`config.mk`:
```
export PLATFORM = sky130hd
export DESIGN_NAME = vga_timing_gen
export DESIGN_NICKNAME = d
export VERILOG_FILES = /design/src/rtl/vga_timing_gen.sv
export SDC_FILE = /design/constraint.sdc
export NUM_CORES = 1
export LEC_CHECK = 0
export CAP_MARGIN = 20
export CORE_ASPECT_RATIO = 1.4
export CORE_UTILIZATION = 47
export DETAILED_ROUTE_END_ITERATION = 10
export PLACE_DENSITY = 0.83
export SYNTH_ARGS = -nofsm -noshare
export SYNTH_HDL_FRONTEND = slang
export SYNTH_SLANG_ARGS = --single-unit
```
`constraint.sdc`:
```
create_clock -name clk -period 2.1 [get_ports clk]
set_clock_uncertainty 0.2 [all_clocks]
set_input_delay 0.42 -clock clk [delete_from_list [all_inputs] [get_ports clk]]
set_output_delay 0.42 -clock clk [all_outputs]
set_load 0.02 [all_outputs]
```
`src/rtl/vga_timing_gen.sv`:
```
// vga_timing_gen
// Raster timing generator for 640x480 @ 60 Hz VGA, derived from the 100 MHz
// system clock by an integer divider. Produces the pixel coordinates used by
// the renderers, the active-low sync pulses, the video-active qualifier and
// per-pixel / per-line / per-frame strobes. All outputs are registered.
//
// Ports:
//   clk         in   system clock (100 MHz)
//   reset       in   asynchronous active-high reset
//   p_tick      out  one-clk pixel advance strobe
//   p_col       out  horizontal count, 0..H_TOTAL-1
//   p_row       out  vertical count, 0..V_TOTAL-1
//   hsync       out  active-low horizontal sync
//   vsync       out  active-low vertical sync
//   video_on    out  high while (p_col, p_row) is inside the visible area
//   line_end    out  one-clk pulse when p_col wraps to 0
//   frame_start out  one-clk pulse when (p_row, p_col) wraps to (0, 0)
module vga_timing_gen #(
    parameter int CLK_DIV  = 4,
    parameter int H_ACTIVE = 640,
    parameter int H_FP     = 16,
    parameter int H_SYNC   = 96,
    parameter int H_BP     = 48,
    parameter int V_ACTIVE = 480,
    parameter int V_FP     = 10,
    parameter int V_SYNC   = 2,
    parameter int V_BP     = 33
) (
    input  logic       clk,
    input  logic       reset,
    output logic       p_tick,
    output logic [9:0] p_col,
    output logic [9:0] p_row,
    output logic       hsync,
    output logic       vsync,
    output logic       video_on,
    output logic       line_end,
    output logic       frame_start
);

    localparam int H_TOTAL = H_ACTIVE + H_FP + H_SYNC + H_BP;
    localparam int V_TOTAL = V_ACTIVE + V_FP + V_SYNC + V_BP;

    localparam logic [3:0] DIV_LAST = 4'(CLK_DIV - 1);
    localparam logic [9:0] H_LAST   = 10'(H_TOTAL - 1);
    localparam logic [9:0] V_LAST   = 10'(V_TOTAL - 1);

    // Decode bounds are 11 bits wide so an end bound of 1024 cannot alias to 0.
    localparam logic [10:0] H_ACT_END = 11'(H_ACTIVE);
    localparam logic [10:0] HS_START  = 11'(H_ACTIVE + H_FP);
    localparam logic [10:0] HS_END    = 11'(H_ACTIVE + H_FP + H_SYNC);
    localparam logic [10:0] V_ACT_END = 11'(V_ACTIVE);
    localparam logic [10:0] VS_START  = 11'(V_ACTIVE + V_FP);
    localparam logic [10:0] VS_END    = 11'(V_ACTIVE + V_FP + V_SYNC);

    logic [3:0] div_cnt_q,     div_cnt_d;
    logic       p_tick_q,      p_tick_d;
    logic [9:0] col_q,         col_d;
    logic [9:0] row_q,         row_d;
    logic       hsync_q,       hsync_d;
    logic       vsync_q,       vsync_d;
    logic       video_on_q,    video_on_d;
    logic       line_end_q,    line_end_d;
    logic       frame_start_q, frame_start_d;

    // Next-state logic: divider, raster counters, and decodes of the next coordinates.
    always_comb begin
        div_cnt_d     = div_cnt_q;
        p_tick_d      = 1'b0;
        col_d         = col_q;
        row_d         = row_q;
        line_end_d    = 1'b0;
        frame_start_d = 1'b0;

        if (div_cnt_q == DIV_LAST) begin
            div_cnt_d = 4'd0;
            p_tick_d  = 1'b1;
        end else begin
            div_cnt_d = div_cnt_q + 4'd1;
            p_tick_d  = 1'b0;
        end

        // The counters advance in the clock after the strobe is registered,
        // so coordinates change one clock after p_tick is seen high.
        if (p_tick_q) begin
            if (col_q == H_LAST) begin
                col_d      = 10'd0;
                line_end_d = 1'b1;
                if (row_q == V_LAST) begin
                    row_d         = 10'd0;
                    frame_start_d = 1'b1;
                end else begin
                    row_d = row_q + 10'd1;
                end
            end else begin
                col_d = col_q + 10'd1;
            end
        end else begin
            col_d = col_q;
            row_d = row_q;
        end

        // Decoding the next-state coordinates keeps the registered qualifiers
        // aligned with the coordinates they describe.
        hsync_d    = !(({1'b0, col_d} >= HS_START) && ({1'b0, col_d} < HS_END));
        vsync_d    = !(({1'b0, row_d} >= VS_START) && ({1'b0, row_d} < VS_END));
        video_on_d = ({1'b0, col_d} < H_ACT_END) && ({1'b0, row_d} < V_ACT_END);
    end

    // State and output registers with asynchronous reset to the (0,0) raster state.
    always_ff @(posedge clk or posedge reset) begin
        if (reset) begin
            div_cnt_q     <= 4'd0;
            p_tick_q      <= 1'b0;
            col_q         <= 10'd0;
            row_q         <= 10'd0;
            hsync_q       <= 1'b1;
            vsync_q       <= 1'b1;
            video_on_q    <= 1'b1;
            line_end_q    <= 1'b0;
            frame_start_q <= 1'b0;
        end else begin
            div_cnt_q     <= div_cnt_d;
            p_tick_q      <= p_tick_d;
            col_q         <= col_d;
            row_q         <= row_d;
            hsync_q       <= hsync_d;
            vsync_q       <= vsync_d;
            video_on_q    <= video_on_d;
            line_end_q    <= line_end_d;
            frame_start_q <= frame_start_d;
        end
    end

    assign p_tick      = p_tick_q;
    assign p_col       = col_q;
    assign p_row       = row_q;
    assign hsync       = hsync_q;
    assign vsync       = vsync_q;
    assign video_on    = video_on_q;
    assign line_end    = line_end_q;
    assign frame_start = frame_start_q;

endmodule

```
==> metrics <==
EDFF count, synth=0; area leader, netlist=dfrtp_1; CP required=2.09 ns; YS warnings=0; largest net degree at the start of global routing=31; post-synthesis area per instance=9.86 um^2; worst hold path depth=1; asr flop ratio synth=1.00; NetSw=0.221 mW; initial antenna violation count=0; Synth area leaders=dfrtp_1 42%, dfstp_2 4.9%, nand3_1 4.1%; Cell Rows=24; HP Class=reg -> reg; DRC violations left=0; WL/cell=16.3 um; Startpoint Class=flip-flop; Placement Setup Slack=-0.0965 ns; Hold Slack=0.267 ns; Final Hold Viols=0; Synth Cell Area=~1600 um^2; Worst-Skew Late Latency=0.28 ns; GR Overflow Total=0; Syn Inst Count=162; dpl hpwl=3210 um; Int Pwr=0.845 mW; Via density=5.85; status=complete, no violations; R2R Setup Slk=0.01 ns; ratio of cells with drive above 1 in the final layout=0.308; clock power share=0.444; slowest library cell on the worst path=dfrtp_2; number of global-route vias before repair=1580; Worst-path clk slew=about 0.06 ns; reg2reg path depth=5; crit path max fanout=3; vias post-DR=around 1500; GRT Util Overall=0.271; VDD IR max=0.000507 V; CTS tree=yes; die area=around 3600 um^2; Finish-stage setup viols=0; GPL Wtd Cong=around 0.92; final net count=approximately 230; top cell type's share of synthesized area=0.423; clk root buf=clkbuf_8; drt pass-1 iters=4; count leader, synth=dfrtp_1; Setup CP Type=reg -> reg; chip height=71.0 um; synth cell count leaders=27 x dfrtp_1, 13 x nand3_1, 11 x inv_1, 11 x nand2_1, 10 x o21ai_0; Worst EP arrival=2.08 ns; final WL=approximately 4300 um; switch share=0.208; final critical-path required period=2.09 ns; relative slew slack=0.704; Slew Limit Fails=0; DR iter-0 viols=59; Slew @ Worst Pin=between 0.4 and 0.5 ns; Ports=28; RSZ-0062 raised after global routing=true; Starting Density=0.502; Logic pwr share=0.013; sequential area share after synthesis=0.473; Critical Path Sink Type=flip-flop; post-synthesis cell type count=43; Core Region=between 3000 and 4000 um^2; area grow syn2layout=43.5%; Antenna Cells=0; Antenna Nets Post-Route=0; max frequency=479 MHz; leakage power=around 1 nW; Seq pwr share=0.542; setup bufs post-CTS=0; peak per-stage delay on the critical path=0.43 ns; Mapped Nets=168; IO buf count=27; Final period util=0.995; Die Span X=roughly 50 um; Synth Register Bits=30; Max H-tree Level=2; first-pass GRT wire length=approximately 7200 um; clock tree buffer depth=2; CTS buffer count=5; Most used DFF post-synth=dfrtp_1; CTS sink cnt=30; Max Cap Viol=0; crit-path cells=nor4b_4 -> nand4_4 -> or4_4 -> and2_4 -> a221oi_2; final worst setup slack=0.0105 ns; Pwr Density=466 nW/um^2
## worst paths after layout
kind / start / to
worst max-delay path: p_col[6] / video_on
worst min register to register: div_cnt_q[0] / div_cnt_q[0]
max in group asynchronous: reset / hsync
worst min-delay path: div_cnt_q[0] / div_cnt_q[0]
worst max register to register: p_col[6] / video_on
min in group asynchronous: reset / line_end
## cells by family (layout without fill, tap and decap cells)
group,Yosys count,in the layout,share of synthesized area
AO/OA/AOI/OAI,33,33,0.140
adder cells (fa/ha/maj),4,4,0.0313
AND/OR/NAND/NOR,67,67,0.256
flip-flops,30,30,0.473
buffers and inverters,18,80,0.0447
XOR/XNOR,10,10,0.0549
## registers in the layout, indices dropped and copies added (netlist names)
name         count
vsync            1
p_row           10
div_cnt_q        4
p_tick           1
hsync            1
line_end         1
frame_start      1
p_col           10
video_on         1
## cell usage in the layout (no fill, tap or decap), types with 5 or more instances in the layout
cell / n
clkbuf_8: 6
nand4_1: 9
nand2_1: 11
xnor2_1: 5
xor2_1: 5
o21ai_0: 10
nor3b_1: 5
dfrtp_2: 8
nand3_1: 13
buf_4: 33
nor2_1: 8
clkdlybuf4s50_1: 26
inv_1: 9
dfrtp_1: 19
## final cells by class
cell class	instances	area (um^2)
sequential	30	764
clock inverter	1	5.00
clock buffer	7	86.3
tap	39	48.8
timing repair buffer	61	532
inverter	11	41.3
multi-input combinational	114	813
fill	248	892
## metal layers
layer  track usage  wire, um  up-vias
li1              -         -      719
met1         0.288      1600      750
met2         0.466      2320       54
met3        0.0624       166       15
met4         0.177       190        0
met5             0         0        -
## stage by stage
stage	power, mW	instances	area, um^2	utilization	TNS [ns]
2_1_floorplan	0.597	162	1630	-	-0.0585
3_3_place_gp	0.603	255	2160	0.680	-0.0286
3_5_place_dp	0.604	255	2160	0.680	-0.0965
4_1_cts	1.08	263	2270	0.713	0
5_1_grt	1.11	263	2290	0.720	-0.150
6_report	1.07	263	2290	0.720	0
## repair_timing
action | 4_1_cts | 5_1_grt
pin swaps | 0 | 3
hold buffers | 0 | 0
gates resized for setup | 7 | 6
endpoints found under the setup margin | 2 | 8
## power by group through the flow
stage / Clock (mW) / Combinational [mW] / Sequential, mW
5_1_grt: 0.514 / 0.0173 / 0.578
3_3_place_gp: 0 / 0.0144 / 0.589
2_1_floorplan: 0 / 0.00848 / 0.589
4_1_cts: 0.488 / 0.0152 / 0.578
3_5_place_dp: 0 / 0.0152 / 0.589
6_report: 0.474 / 0.0143 / 0.578
## worst max-delay path, delay by kind of cell (launching register included)
| family | cells | cell delay, ns |
|---|---|---|
| AO/OA/AOI/OAI | 1 | 0.23 |
| flip-flops | 1 | 0.43 |
| AND/OR/NAND/NOR | 4 | 1.14 |
No activity file was read; power rests on OpenSTA's default activity.
